===== src/rtl/mem_pkg.sv =====
// Shared types for the memory port arbiter: write-size codes, sequencer states
// and the latched request record.
package mem_pkg;

    localparam logic [1:0] WR_NONE = 2'd0;
    localparam logic [1:0] WR_BYTE = 2'd1;
    localparam logic [1:0] WR_HALF = 2'd2;
    localparam logic [1:0] WR_WORD = 2'd3;

    typedef enum logic [2:0] {
        ST_IDLE,
        ST_CHECK,
        ST_RD_WAIT,
        ST_RD_CAP,
        ST_WR_BUSY,
        ST_WR_RELEASE,
        ST_ERR
    } state_e;

    // data[3] is d0, the most significant byte of the word
    typedef struct packed {
        logic [31:0]     addr;
        logic [1:0]      write;
        logic [3:0][7:0] data;
        logic            port;
    } req_t;

endpackage


===== src/rtl/rr_arb2.sv =====
// Two-way round-robin pick with a registered record of which port won last.
module rr_arb2 #(
    parameter logic RR_INIT = 1'b0
) (
    input  logic       clk,
    input  logic       reset,
    input  logic [1:0] req_i,
    input  logic       update_i,
    output logic       grant_valid_o,
    output logic       grant_port_o
);

    logic last_q, last_d;

    // On a tie the port that did not win last time goes first
    always_comb begin
        grant_valid_o = |req_i;
        grant_port_o  = 1'b0;
        if (req_i == 2'b11) begin
            grant_port_o = ~last_q;
        end else if (req_i[1]) begin
            grant_port_o = 1'b1;
        end
        last_d = last_q;
        if (update_i) begin
            last_d = grant_port_o;
        end
    end

    always_ff @(posedge clk) begin
        if (reset) begin
            last_q <= ~RR_INIT;
        end else begin
            last_q <= last_d;
        end
    end

endmodule


===== src/rtl/mem_port_arbiter.sv =====
// Arbitrates instruction-fetch and data ports onto the byte_addressable wrapper
// and sequences its read timing and write/done handshake.
module mem_port_arbiter
    import mem_pkg::*;
#(
    parameter logic RR_INIT = 1'b0
) (
    input  logic        clk,
    input  logic        reset,
    input  logic        p0_req_i,
    input  logic [31:0] p0_address_i,
    input  logic [1:0]  p0_write_i,
    input  logic [7:0]  p0_d0_i,
    input  logic [7:0]  p0_d1_i,
    input  logic [7:0]  p0_d2_i,
    input  logic [7:0]  p0_d3_i,
    output logic        p0_ack_o,
    output logic        p0_err_o,
    output logic [7:0]  p0_q0_o,
    output logic [7:0]  p0_q1_o,
    output logic [7:0]  p0_q2_o,
    output logic [7:0]  p0_q3_o,
    input  logic        p1_req_i,
    input  logic [31:0] p1_address_i,
    input  logic [1:0]  p1_write_i,
    input  logic [7:0]  p1_d0_i,
    input  logic [7:0]  p1_d1_i,
    input  logic [7:0]  p1_d2_i,
    input  logic [7:0]  p1_d3_i,
    output logic        p1_ack_o,
    output logic        p1_err_o,
    output logic [7:0]  p1_q0_o,
    output logic [7:0]  p1_q1_o,
    output logic [7:0]  p1_q2_o,
    output logic [7:0]  p1_q3_o,
    output logic [31:0] mem_address_o,
    output logic [1:0]  mem_write_o,
    output logic [7:0]  mem_d0_o,
    output logic [7:0]  mem_d1_o,
    output logic [7:0]  mem_d2_o,
    output logic [7:0]  mem_d3_o,
    input  logic        mem_done_i,
    input  logic [7:0]  mem_q0_i,
    input  logic [7:0]  mem_q1_i,
    input  logic [7:0]  mem_q2_i,
    input  logic [7:0]  mem_q3_i
);

    state_e          state_q, state_d;
    req_t            req_q, req_d;
    req_t            p0Req, p1Req;
    logic            p0_ack_q, p1_ack_q, p0_err_q, p1_err_q;
    logic [3:0][7:0] p0_rdata_q, p1_rdata_q;
    logic [3:0][7:0] memQ;
    logic            grantValid, grantPort, arbUpdate;
    logic            ackValid, errValid, capRead;

    assign p0Req = '{addr: p0_address_i, write: p0_write_i,
                     data: {p0_d0_i, p0_d1_i, p0_d2_i, p0_d3_i}, port: 1'b0};
    assign p1Req = '{addr: p1_address_i, write: p1_write_i,
                     data: {p1_d0_i, p1_d1_i, p1_d2_i, p1_d3_i}, port: 1'b1};
    assign memQ  = {mem_q0_i, mem_q1_i, mem_q2_i, mem_q3_i};

    // A port whose ack is showing this cycle is masked so a lingering req is not re-granted
    rr_arb2 #(.RR_INIT(RR_INIT)) u_arb (
        .clk          (clk),
        .reset        (reset),
        .req_i        ({p1_req_i & ~p1_ack_q, p0_req_i & ~p0_ack_q}),
        .update_i     (arbUpdate),
        .grant_valid_o(grantValid),
        .grant_port_o (grantPort)
    );

    always_comb begin
        state_d   = state_q;
        req_d     = req_q;
        arbUpdate = 1'b0;
        ackValid  = 1'b0;
        errValid  = 1'b0;
        capRead   = 1'b0;
        unique case (state_q)
            // A done still high from a drained write blocks new grants
            ST_IDLE: begin
                if (grantValid && !mem_done_i) begin
                    arbUpdate = 1'b1;
                    req_d     = grantPort ? p1Req : p0Req;
                    state_d   = ST_CHECK;
                end
            end
            ST_CHECK: begin
                if (req_q.addr[1:0] != 2'b00) begin
                    state_d = ST_ERR;
                end else if (req_q.write == WR_NONE) begin
                    state_d = ST_RD_WAIT;
                end else begin
                    state_d = ST_WR_BUSY;
                end
            end
            ST_ERR: begin
                ackValid = 1'b1;
                errValid = 1'b1;
                state_d  = ST_IDLE;
            end
            ST_RD_WAIT: state_d = ST_RD_CAP;
            ST_RD_CAP: begin
                ackValid = 1'b1;
                capRead  = 1'b1;
                state_d  = ST_IDLE;
            end
            ST_WR_BUSY: begin
                if (mem_done_i) begin
                    state_d = ST_WR_RELEASE;
                end
            end
            ST_WR_RELEASE: begin
                if (!mem_done_i) begin
                    ackValid = 1'b1;
                    state_d  = ST_IDLE;
                end
            end
            default: state_d = ST_IDLE;
        endcase
    end

    always_ff @(posedge clk) begin
        if (reset) begin
            state_q    <= ST_IDLE;
            req_q      <= '0;
            p0_ack_q   <= 1'b0;
            p1_ack_q   <= 1'b0;
            p0_err_q   <= 1'b0;
            p1_err_q   <= 1'b0;
            p0_rdata_q <= '0;
            p1_rdata_q <= '0;
        end else begin
            state_q  <= state_d;
            req_q    <= req_d;
            p0_ack_q <= ackValid & ~req_q.port;
            p1_ack_q <= ackValid &  req_q.port;
            p0_err_q <= errValid & ~req_q.port;
            p1_err_q <= errValid &  req_q.port;
            if (capRead && !req_q.port) begin
                p0_rdata_q <= memQ;
            end
            if (capRead && req_q.port) begin
                p1_rdata_q <= memQ;
            end
        end
    end

    assign p0_ack_o = p0_ack_q;
    assign p1_ack_o = p1_ack_q;
    assign p0_err_o = p0_err_q;
    assign p1_err_o = p1_err_q;
    assign {p0_q0_o, p0_q1_o, p0_q2_o, p0_q3_o} = p0_rdata_q;
    assign {p1_q0_o, p1_q1_o, p1_q2_o, p1_q3_o} = p1_rdata_q;

    assign mem_address_o = (state_q != ST_IDLE) ? req_q.addr : 32'd0;
    assign {mem_d0_o, mem_d1_o, mem_d2_o, mem_d3_o} = (state_q != ST_IDLE) ? req_q.data : '0;
    assign mem_write_o   = (state_q == ST_WR_BUSY) ? req_q.write : WR_NONE;

endmodule


===== config.mk =====
export PLATFORM = sky130hd
export DESIGN_NAME = mem_port_arbiter
export DESIGN_NICKNAME = d
export VERILOG_FILES = /design/src/rtl/mem_pkg.sv /design/src/rtl/rr_arb2.sv /design/src/rtl/mem_port_arbiter.sv
export SDC_FILE = /design/constraint.sdc
export NUM_CORES = 1
export LEC_CHECK = 0
export ABC_AREA = 1
export CAP_MARGIN = 25
export CELL_PAD_IN_SITES_DETAIL_PLACEMENT = 1
export CELL_PAD_IN_SITES_GLOBAL_PLACEMENT = 2
export CORE_AREA = 2 2 187 189
export DETAILED_ROUTE_END_ITERATION = 16
export DIE_AREA = 0 0 189 191
export GPL_ROUTABILITY_DRIVEN = 0
export PLACE_DENSITY_LB_ADDON = 0.1
export SYNTH_ARGS = -nofsm -noshare
export SYNTH_HDL_FRONTEND = slang
export SYNTH_SLANG_ARGS = --single-unit

===== constraint.sdc =====
create_clock -name clk -period 1.6 [get_ports clk]
set_input_delay 0.24 -clock clk [delete_from_list [all_inputs] [get_ports clk]]
set_output_delay 0.24 -clock clk [all_outputs]
set_load 0.03 [all_outputs]

Word-level counts from Yosys, hierarchy flattened. Cells that the tools add are included.

Bits of input ports: 169. Register bits after elaboration: 139. Logic and storage cells: 72. Output and inout bits: 134.

Bitwise gates (word level): 10. Reduce and logical (&&, ||, !) cells: 13. Equality and inequality tests: 10. Muxes and demuxes: 18.

Operator list (count): 2-to-1 mux 67 bit (1); 2-to-1 mux 32 bit (2); 2-to-1 mux 3 bit (5); case mux 3 bit (5 select lines) (1); equality test 3 bit, second input constant (3); 2-to-1 mux 1 bit (7); bitwise AND 1 bit (6); equality test 3 x 2 -> 1 bit, second input constant (2); inequality test 2 bit, second input constant (3); NOT 1 bit (4); OR reduction 2 bit (2); equality test 3 x 1 -> 1 bit, second input constant (1); logical AND 1 bit (3); zero test 3 bit (1); AND reduction 3 bit (1); nonzero test 3 bit (1); equality test 2 bit, second input constant (1); zero test 1 bit (2); zero test 2 bit (1); 2-to-1 mux 2 bit (1); case mux 1 bit (2 select lines) (1); AND reduction 2 bit (1); nonzero test 2 bit (1).

Logic depth before layout (Yosys ltp).
Word-level depth: 6. Depth in mapped cells: 10. Mapped depth without buffers: 8.

Modules after synthesis. A second synthesis with hierarchy kept.

Cells, all modules: 986. Area total of the unflattened synthesis: 6353.6 um2.

By module, submodules not included: mem_port_arbiter (area an instance 6298.5 um2, times used 1, cells an instance 978, sequential area each 2762.6 um2); rr_arb2 (area an instance 55.1 um2, times used 1, cells an instance 8, sequential area each 20.0 um2).

Worst setup path before layout. OpenSTA, ideal clock, no wires.

Kind: reg-to-output. Start: register state_q[2]. End: output mem_address_o[10]. Cell stages (with the launch flop): 8. Arrival time: 1.377 ns. Path buffers: 3. Path slack: -0.017 ns. Required time: 1.360 ns. Cells stage by stage: dfxtp_1 -> buf_2 -> inv_2 -> nand2_1 -> inv_2 -> buf_2 -> buf_2 -> nor2_1.

Longest elaborated chain between the ends: 2.

Ends and longest elaborated chain: start: declaration (line mem_port_arbiter.sv:49) `state_e state_q, state_d;`; start signal: assignment (line mem_port_arbiter.sv:136) `state_q <= state_d;`; nonzero test 3 bit (line mem_port_arbiter.sv:158) `assign mem_address_o = (state_q != ST_IDLE) ? req_q.addr : 32'd0;`; 2-to-1 mux 32 bit (line mem_port_arbiter.sv:158); end: declaration (line mem_port_arbiter.sv:36) `output logic [31:0] mem_address_o,`.

Every way passes these cells.

Final worst setup path.
Start: register state_q[2]. End: output mem_d1_o[2].

Longest elaborated chain between the ends: 2.

Ends and longest elaborated chain: nonzero test 3 bit (line mem_port_arbiter.sv:159) `assign {mem_d0_o, mem_d1_o, mem_d2_o, mem_d3_o} = (state_q != ST_IDLE) ? req_q.data : '0;`; 2-to-1 mux 32 bit (line mem_port_arbiter.sv:159); end: declaration (line mem_port_arbiter.sv:39) `output logic [7:0] mem_d1_o,`.

Every way passes these cells.

==> reports/metrics.cfg <==
[sta]
setup_slack_ns=-0.237
timing_hold_violations_final=0
slew_headroom_pct=68.3
max_freq_ghz=0.544
post-route-min-period_ns=1.84
worst_pin_slew_ns=0.476
slew_violations=0
fin_crit_sh_pct=115
clock-skew-final_ns=0.0140
finalSetupTns_ns=-10.62
setup_viol=64
grt_setup_unrepaired=yes

[clock_tree]
htree_levels=4
cts_buffers=17
clock-sinks=139
cts_tree=done
cts_buffer_depth=2
cts.clk_slew.worst_paths_ns=0.06
root_buffer=clkbuf_16
clk_latency_ns=0.42

[worst_setup_path]
cp_data_required_time_ns=1.36
reg2regPathDepth=11
path_cells=inv_2 > nand2_4 > inv_8 > buf_12 > buf_12 > buf_12 > nor2_4 > buf_6
critical_path_class=reg -> out
crit_slowest_cell=dfxtp_2
worst_path_dominant_cell_family=buffers and inverters
cp_max_fo=7
cp.buffers_inverters=6
cp.depth=8
cp-start-kind=register
critPathMaxStageDelay_ns=0.34
crit_top_cell=buf_12
cp-end-kind=output pin
crit_arrival_ns=1.60

[detailed_routing]
wl_per_cell_um=14.6
postRouteAntennaNets=0
routed.top_layer=met5
drtIter0Drc=157
dr_wl_met3_um=1860
vias=7559
post-route-drc-count=0
wl_met1_um=12600
via_per_inst=3.97
firstDrtPassIters=5
met2_length_um=13100
drt-total-wl_um=27800

[grt]
grt_max_degree=45
grt_antenna_before_repair=3
grt_usage_pct=15.4
overflow=0
grt_pass1_vias=7705
grt_pass1_wl_um=43100

[logic_synthesis]
synth_common_cells=341 x nor2_1, 317 x nand2_1, 142 x inv_1
netlist_area_mm2=0.00673
ys_types=22
synth.avg_cell_area_um2=6.00
synthTopCellsByArea=dfxtp_1 41%, nor2_1 19%, nand2_1 18%
synth_warnings=0
synth_nets=1291
yosysSeqAreaShare_pct=41.3
async_reset_ff_share_pct=0
synth-main-ff-cell=dfxtp_1
yosys.area.top_type=dfxtp_1
synth_top_cell_area_share_pct=41.3
synth_edf_count=0
synth.most_common_cell=nor2_1
ys_ff_latch=139
syn_inst=1122

[power_and_ir_drop]
vdd_drop_max_mv=0.704
powerDensity_mw_per_mm2=1010
p_leak_nw=5.55

[floorplan]
dieArea_mm2=0.0361
initial_utilization_pct=19.7
pin_count=303
die_h_um=191
fp-row-count=68
core_area_mm2=0.0341
die_w_um=189

[place]
placed_area_mm2=0.0105
io_buffers=302
place_ws_ns=-0.271
hpwl_um=19800

[hold_path]
holdPathStages=3
hold_class=in -> reg

[layout]
layout.nets=1607
drive_above_1_share_pct=15.1
stdcell_area_mm2=0.0115
diodes=0
syn2layout_area_growth_pct=70.7

[status]
violations=setup timing
outcome=finished with violations

[job]
cap_violations=0

[through the flow]
step | std cells | power, W | util, % | hold WS [ns]
2_1_floorplan | 1122 | 0.00565 | - | 0.404
3_3_place_gp | 1861 | 0.00715 | 30.7 | 0.449
3_5_place_dp | 1861 | 0.00718 | 30.7 | 0.453
4_1_cts | 1905 | 0.0118 | 33.3 | 0.397
5_1_grt | 1906 | 0.0124 | 33.7 | 0.423
6_report | 1906 | 0.0116 | 33.7 | 0.427
[layout make-up]
class	count	area, µm²
Fill cell	4268	22600
Clock inverter	15	153
Tap cell	455	569
Inverter	145	553
Clock buffer	17	425
Multi-Input combinational cell	771	3350
Sequential cell	139	2790
Timing Repair Buffer	364	3660
[state kept, by name, indices dropped and copies added, names as in the netlist]
| name | count |
|---|---|
| p1_q2_o | 8 |
| p0_q1_o | 8 |
| p0_q2_o | 8 |
| p1_ack_o | 1 |
| state_q | 3 |
| p0_ack_o | 1 |
| p1_err_o | 1 |
| p0_q0_o | 8 |
| p1_q1_o | 8 |
| p1_q0_o | 8 |
| u_arb.last_q | 1 |
| p0_q3_o | 8 |
| p0_err_o | 1 |
| p1_q3_o | 8 |
| req_q | 67 |
[report_power, final]
group          switching, W  internal [W]
Combinational       0.00216       0.00168
Clock               0.00179       0.00220
Sequential        0.0000841       0.00374
[final timing paths]
kind                 end  slack [ns]   startpoint
min reg2reg   p1_q3_o[7]        0.46   p1_q3_o[7]
max reg2reg    req_q[19]           0   state_q[0]
min           p1_q3_o[0]        0.43  mem_q3_i[0]
max          mem_d1_o[2]       -0.24   state_q[2]
[metal layers]
layer | GRT usage, % | vias to the layer above
li1 | - | 3932
met1 | 19.2 | 3435
met2 | 25.9 | 180
met3 | 4.96 | 10
met4 | 3.49 | 2
met5 | 0 | -
[cell usage in the layout (no fill, tap or decap), drive strengths merged]
cell type	n
a21boi	1
nand2	318
nand4	1
nor3	1
dfxtp	139
dlygate4sd2	68
nand3	36
clkbuf	18
buf	127
nor2	343
clkinv	1
clkinvlp	6
or2	1
clkdlybuf4s50	168
o21ai	34
bufinv	1
inv	152
a21oi	36
[tightest hold or removal path, delay by kind of cell]
kind                   cells  cell delay (ns)
and+or+nand+nor            1             0.08
AOI/OAI and AO/OA          1             0.06
buffers and inverters      1             0.41
[cells by family after synthesis]
group           synth area share, %
simple gates                   40.0
compound gates                 5.37
buf+inv                        13.3
flops                          41.3
[what timing repair did]
action / 4_1_cts / 5_1_grt
cloned: 3 / 1
hold buffers: 0 / 0
endpoints found under the setup margin: 134 / 144
pin swaps: 18 / 5
buffers inserted: 9 / 4
resized for setup: 349 / 45
No activity file was read; power rests on OpenSTA's default activity.
